`src/rtl/mux_rr_pkg.sv`:
```
// Shared definitions for the N-channel round-robin mux.
// Holds the default WIDTH/CHANNELS/DEPTH values and chan_w(), which gives the
// width of a channel index: max(1, $clog2(n)).
package mux_rr_pkg;

    localparam int unsigned DefaultWidth    = 8;
    localparam int unsigned DefaultChannels = 2;
    localparam int unsigned DefaultDepth    = 4;

    function automatic int unsigned chan_w(input int unsigned n);
        return (n > 1) ? int'($clog2(n)) : 1;
    endfunction

endpackage

```
`src/rtl/mux_rr_fifo.sv`:
```
// Single-clock FIFO used as the per-channel input buffer of mux_rr_n.
// Ports:
//   clk_i, rst_ni       clock, asynchronous active-low reset
//   push_i, wdata_i     write strobe and word (ignored while full)
//   pop_i               read strobe (ignored while empty)
//   head_o              word at the read pointer
//   full_o, empty_o     registered status flags
//   count_o             number of stored words
// DEPTH must be a power of two so the pointers wrap naturally.
module mux_rr_fifo #(
    parameter int unsigned WIDTH = 8,
    parameter int unsigned DEPTH = 4
) (
    input  logic                     clk_i,
    input  logic                     rst_ni,
    input  logic                     push_i,
    input  logic [WIDTH-1:0]         wdata_i,
    input  logic                     pop_i,
    output logic [WIDTH-1:0]         head_o,
    output logic                     full_o,
    output logic                     empty_o,
    output logic [$clog2(DEPTH):0]   count_o
);

    localparam int unsigned PtrW = $clog2(DEPTH);
    localparam logic [PtrW:0] FullCount = (PtrW + 1)'(DEPTH);

    logic [WIDTH-1:0] mem_q [DEPTH];
    logic [PtrW-1:0]  wr_ptr_q, rd_ptr_q;
    logic [PtrW:0]    count_q, count_d;
    logic             full_q, empty_q;
    logic             push_en, pop_en;

    // Full is taken from the registered flag, so a write to a full FIFO is
    // dropped even when the same cycle pops it.
    assign push_en = push_i & ~full_q;
    assign pop_en  = pop_i & ~empty_q;

    always_comb begin
        count_d = count_q;
        unique case ({push_en, pop_en})
            2'b10:   count_d = count_q + 1'b1;
            2'b01:   count_d = count_q - 1'b1;
            default: count_d = count_q;
        endcase
    end

    always_ff @(posedge clk_i or negedge rst_ni) begin
        if (!rst_ni) begin
            wr_ptr_q <= '0;
            rd_ptr_q <= '0;
            count_q  <= '0;
            full_q   <= 1'b0;
            empty_q  <= 1'b1;
        end else begin
            if (push_en) wr_ptr_q <= wr_ptr_q + 1'b1;
            if (pop_en)  rd_ptr_q <= rd_ptr_q + 1'b1;
            count_q <= count_d;
            full_q  <= (count_d == FullCount);
            empty_q <= (count_d == '0);
        end
    end

    // Storage needs no reset: contents are only visible through valid pointers.
    always_ff @(posedge clk_i) begin
        if (push_en) mem_q[wr_ptr_q] <= wdata_i;
    end

    assign head_o  = mem_q[rd_ptr_q];
    assign full_o  = full_q;
    assign empty_o = empty_q;
    assign count_o = count_q;

endmodule

```
`src/rtl/mux_rr_n.sv`:
```
// N-channel, W-bit valid/data multiplexer with per-channel input FIFOs and a
// registered output stage that honours downstream backpressure. Each output
// word is tagged with its source channel.
// Ports:
//   clk, reset (async, active-low)
//   data_in/valid_in    per-channel words and write strobes
//   full_out            per-channel FIFO full (registered)
//   overflow_out        sticky: a write hit a full FIFO
//   ready_in            downstream accepts data_out this cycle
//   data_out/chan_out   registered word and its source channel
//   valid_out           data_out/chan_out hold a word
// Configuration macro MUX_RR_FIXED_PRIO_EN: when defined the lowest-index
// non-empty channel always wins and no last-grant state exists; otherwise
// arbitration is round-robin starting after the last granted channel.
module mux_rr_n
    import mux_rr_pkg::*;
#(
    parameter int unsigned WIDTH    = DefaultWidth,
    parameter int unsigned CHANNELS = DefaultChannels,
    parameter int unsigned DEPTH    = DefaultDepth
) (
    input  logic                          clk,
    input  logic                          reset,
    input  logic [CHANNELS*WIDTH-1:0]     data_in,
    input  logic [CHANNELS-1:0]           valid_in,
    output logic [CHANNELS-1:0]           full_out,
    output logic [CHANNELS-1:0]           overflow_out,
    input  logic                          ready_in,
    output logic [WIDTH-1:0]              data_out,
    output logic [chan_w(CHANNELS)-1:0]   chan_out,
    output logic                          valid_out
);

    localparam int unsigned ChanW = chan_w(CHANNELS);
    localparam int unsigned CntW  = $clog2(DEPTH) + 1;

    logic [WIDTH-1:0]    head [CHANNELS];
    logic [CntW-1:0]     fifo_count [CHANNELS];
    logic [CHANNELS-1:0] empty;
    logic [CHANNELS-1:0] pop;

    logic [WIDTH-1:0]    data_q;
    logic [ChanW-1:0]    chan_q;
    logic                valid_q;
    logic [CHANNELS-1:0] overflow_q;
`ifndef MUX_RR_FIXED_PRIO_EN
    logic [ChanW-1:0]    last_grant_q;
`endif

    logic                load;
    logic                grant_valid;
    logic [ChanW-1:0]    grant;
    logic                unused_fifo_count;

    for (genvar i = 0; i < CHANNELS; i++) begin : g_fifo
        mux_rr_fifo #(
            .WIDTH(WIDTH),
            .DEPTH(DEPTH)
        ) u_fifo (
            .clk_i  (clk),
            .rst_ni (reset),
            .push_i (valid_in[i]),
            .wdata_i(data_in[i*WIDTH +: WIDTH]),
            .pop_i  (pop[i]),
            .head_o (head[i]),
            .full_o (full_out[i]),
            .empty_o(empty[i]),
            .count_o(fifo_count[i])
        );
    end

    // Occupancy is tracked inside each FIFO; the arbiter only needs empty.
    always_comb begin
        unused_fifo_count = 1'b0;
        for (int unsigned i = 0; i < CHANNELS; i++) begin
            unused_fifo_count = unused_fifo_count ^ (^fifo_count[i]);
        end
    end

    // Output register can take a new word when empty or being drained.
    assign load = ~valid_q | ready_in;

    always_comb begin
        grant_valid = 1'b0;
        grant       = '0;
`ifdef MUX_RR_FIXED_PRIO_EN
        for (int unsigned k = 0; k < CHANNELS; k++) begin
            if (!grant_valid && !empty[ChanW'(k)]) begin
                grant_valid = 1'b1;
                grant       = ChanW'(k);
            end
        end
`else
        // Scan last_grant+1, last_grant+2, ... wrapping, so last_grant is
        // visited last and every busy channel gets a turn.
        for (int unsigned k = 1; k <= CHANNELS; k++) begin : scan
            int unsigned idx;
            idx = (32'(last_grant_q) + k) % CHANNELS;
            if (!grant_valid && !empty[ChanW'(idx)]) begin
                grant_valid = 1'b1;
                grant       = ChanW'(idx);
            end
        end
`endif
    end

    always_comb begin
        pop = '0;
        for (int unsigned i = 0; i < CHANNELS; i++) begin
            pop[i] = load & grant_valid & (grant == ChanW'(i));
        end
    end

    always_ff @(posedge clk or negedge reset) begin
        if (!reset) begin
            data_q       <= '0;
            chan_q       <= '0;
            valid_q      <= 1'b0;
            overflow_q   <= '0;
`ifndef MUX_RR_FIXED_PRIO_EN
            last_grant_q <= ChanW'(CHANNELS - 1);
`endif
        end else begin
            overflow_q <= overflow_q | (valid_in & full_out);
            if (load) begin
                if (grant_valid) begin
                    data_q       <= head[grant];
                    chan_q       <= grant;
                    valid_q      <= 1'b1;
`ifndef MUX_RR_FIXED_PRIO_EN
                    last_grant_q <= grant;
`endif
                end else begin
                    // Nothing pending: drop valid, keep last word/channel.
                    valid_q <= 1'b0;
                end
            end
        end
    end

    assign data_out     = data_q;
    assign chan_out     = chan_q;
    assign valid_out    = valid_q;
    assign overflow_out = overflow_q;

endmodule

```
`config.mk`:
```
export PLATFORM = sky130hd
export DESIGN_NAME = mux_rr_n
export DESIGN_NICKNAME = d
export VERILOG_FILES = /design/src/rtl/mux_rr_pkg.sv /design/src/rtl/mux_rr_fifo.sv /design/src/rtl/mux_rr_n.sv
export SDC_FILE = /design/constraint.sdc
export NUM_CORES = 1
export LEC_CHECK = 0
export BUFFER_PORTS_ARGS = -buffer_cell sky130_fd_sc_hd__buf_2
export CAP_MARGIN = 20
export CORE_AREA = 2 2 105 133
export CTS_CLUSTER_DIAMETER = 60
export DETAILED_ROUTE_END_ITERATION = 10
export DIE_AREA = 0 0 107 135
export GPL_TIMING_DRIVEN = 0
export PLACE_DENSITY_LB_ADDON = 0.1
export SETUP_SLACK_MARGIN = 0.05
export SYNTH_ARGS = -nofsm -noshare
export SYNTH_HDL_FRONTEND = slang
export SYNTH_HIERARCHICAL = 1
export SYNTH_SLANG_ARGS = --single-unit
```
`constraint.sdc`:
```
create_clock -name clk -period 3.55 [get_ports clk]
set_input_delay 0.5325 -clock clk [delete_from_list [all_inputs] [get_ports clk]]
set_output_delay 0.5325 -clock clk [all_outputs]
set_load 0.02 [all_outputs]
```
==> impl_metrics.env <==
export IMPL_yosys_area_share_simple_pct=5.53
export IMPL_multi_input_comb_area_um2=1090
export IMPL_p_per_area_nw_per_um2=823
export IMPL_antenna_found_initial=0
export IMPL_fp_dieArea_um2=14400
export IMPL_ant_nets=0
export IMPL_ff_latch_area_um2=2700
export IMPL_ys_flop_type="edfxtp_1"
export IMPL_criticalPathCategory="flop to flop"
export IMPL_finalHoldViolations=0
export IMPL_synthAdderAreaFrac_pct=4.24
export IMPL_hpwl_mm=5.04
export IMPL_clock_sinks=95
export IMPL_synth_top_family_by_area="multiplexers"
export IMPL_clock_path_buffers=2
export IMPL_htreeDepth=3
export IMPL_nNetsFinal=301
export IMPL_startpoint="g_fifo[0].u_fifo/empty_o"
export IMPL_clock_latency_ns=0.34
export IMPL_synth_area_per_cell_um2=17.4
export IMPL_die_h_um=135
export IMPL_cp_arrival_ns=3.07
export IMPL_die_w_um=107
export IMPL_min_period_over_period_pct=78.7
export IMPL_utilization_pct=34.7
export IMPL_critical_path_startpoint_type="flop"
export IMPL_maxSlewViolCount=0
export IMPL_grt_overflow_total=0
export IMPL_start_util_pct=29.7
export IMPL_synth_area_um2=3890
export IMPL_setup_violations=0
export IMPL_clk_pin_slew_worst_paths_ns=0.06
export IMPL_ctsResizeCount=0
export IMPL_ys_types=33
export IMPL_fillers=1246
export IMPL_yosysWarnings=6
export IMPL_power_leakage_nw=1.72
export IMPL_crit_fanout=10
export IMPL_cts_made_buffers=9
export IMPL_synthArstFlopShare_pct=32.6
export IMPL_dr_pass1_iters=4
export IMPL_hold_buffers=0
export IMPL_yosysTopAreaCellShare_pct=49.4
export IMPL_peakVddDrop_mv=0.281
export IMPL_syn_to_final_growth_pct=17.0
export IMPL_worst_slew_pin_slew_ns=0.756
export IMPL_wl_per_cell_um=16.8
export IMPL_drive_gt1_share_pct=28.6
export IMPL_ys_top_cells_by_count="edfxtp_1, dfrtp_1, mux4_2"
export IMPL_synthCells=223
export IMPL_cts_setup_buffers=0
export IMPL_ys_seq_elements=95
export IMPL_mappedNetlistNets=256
export IMPL_grt_pass1_wl_mm=11.6
export IMPL_globalplace_congestion=0.728
export IMPL_yosysSeqAreaShare_pct=69.4
export IMPL_synth_xor_area_share_pct=2.93
export IMPL_fp_coreArea_um2=13100
export IMPL_io_pins=35
export IMPL_drt_wl_total_mm=7.45
export IMPL_max_freq_ghz=0.358
export IMPL_cts_tree="built"
export IMPL_synth_mux_area_share_pct=9.26
export IMPL_holdWs_ns=0.264
export IMPL_rsz0062_at_grt="false"
export IMPL_avgViaCountPerCell=4.46
export IMPL_io_buffers=34
export IMPL_worstPathRequired_ns=3.82
export IMPL_holdCritPathClass="primary input to asynchronous set/reset pin"
export IMPL_synth_top_area_cell="edfxtp_1"
export IMPL_grt_max_degree=32
export IMPL_outcome="complete, no violations"
export IMPL_fin_total_pwr_mw=3.75
export IMPL_skew_ns=0.00715
export IMPL_cts_root_buf="clkbuf_16"
export IMPL_end_kind="flop"
export IMPL_row_count=47
export IMPL_grt_use_total_pct=11.2
export IMPL_vias=1980
export IMPL_grt_pass1_vias=2050
export IMPL_max_slew_margin_pct=49.6
export IMPL_post_route_drc_count=0
export IMPL_synth_compound_area_share_pct=5.95
export IMPL_synth_top_cells_by_area="edfxtp_1, dfrtp_1, mux4_2, ha_1, a221o_1"
export IMPL_synth_edff_count=64
export IMPL_synth_most_common_cell="edfxtp_1"
export IMPL_setup_tns_ns=0
export IMPL_antenna_cells=0
export IMPL_drt_iter0_markers=105
export IMPL_post_route_min_period_ns=2.79
export IMPL_drv_cap=0
export IMPL_timing_rr_start="g_fifo[0].u_fifo/empty_o"
flip-flops by register name, summed over array words and instances (netlist names):
register	count
g_fifo.u_fifo/empty_o	2
g_fifo.u_fifo/wr_ptr_q	4
g_fifo.u_fifo/full_o	2
data_out	8
g_fifo.u_fifo/rd_ptr_q	4
g_fifo.u_fifo/count_o	6
g_fifo.u_fifo/mem_q	64
last_grant_q	1
chan_out	1
valid_out	1
overflow_out	2
per-stage QoR:
step | std cells | area [um^2] | setup WS, ns
finish | 444 | 4550 | 0.757
global route | 444 | 4550 | 0.595
CTS | 444 | 4550 | 0.748
detailed placement | 428 | 4280 | 0.684
global placement | 428 | 4280 | 0.708
floorplan | 223 | 3890 | 1.02
layout by cell type (no fill, tap or decap), drive strengths merged:
master,n
ha,10
a21boi,8
a32o,1
and3,1
a221o,8
clkinvlp,1
nor2,3
a22o,1
clkinv,2
o211a,1
xor2,4
and2,8
nor3,2
nor2b,7
a21o,4
nand2,12
nand2b,1
nand3,1
nor3b,1
buf,40
xnor2,9
mux4,16
or3,1
dfstp,3
edfxtp,64
inv,13
o21ai,6
dfrtp,28
fa,2
clkbuf,15
worst max-delay path: stages (launching register included):
cell	delay (ns)
dfstp_2	0.59
nor2b_1	0.07
nor3_2	0.19
buf_6	0.19
nor2b_1	0.29
ha_1	0.26
inv_1	0.07
fa_1	0.40
xor2_1	0.20
or3_1	0.34
o211a_1	0.12
cell families after synthesis:
family	after synthesis
flip-flops	95
AND/OR/NAND/NOR	37
AO/OA/AOI/OAI	29
buffers and inverters	21
multiplexers	16
XOR/XNOR	13
adder cells (fa/ha/maj)	12
final cells by class:
type	count	share of cell area (%)
Clock inverter	3	0.385
Clock buffer	13	5.72
Sequential cell	95	59.3
Tap cell	171	4.70
Multi-Input combinational cell	107	23.9
Buffer	8	1.21
Timing Repair Buffer	34	3.74
Inverter	13	1.07
path summary, 6_finish.rpt:
check,slack [ns],end,cells after the start
setup / recovery,0.76,g_fifo[1].u_fifo/empty_o,10
hold / removal,0.26,g_fifo[0].u_fifo/full_o,1
setup reg to reg,0.76,g_fifo[1].u_fifo/empty_o,10
hold reg to reg,0.45,overflow_out[1],1
max in group asynchronous,2.80,g_fifo[1].u_fifo/count_o[1],1
min in group clk,0.40,overflow_out[1],2
metal layers:
layer	vias to the layer above	track usage (%)	routed length, um
li1	926	-	-
met1	1010	13.9	3290
met2	33	18.3	3760
met3	11	2.94	274
met4	0	4.98	125
met5	-	0	0
report_power, final:
group          switching [mW]  internal [mW]
Sequential              0.128           1.50
Clock                   0.384          0.511
Combinational           0.669          0.552
No activity file was read; power rests on OpenSTA's default activity.
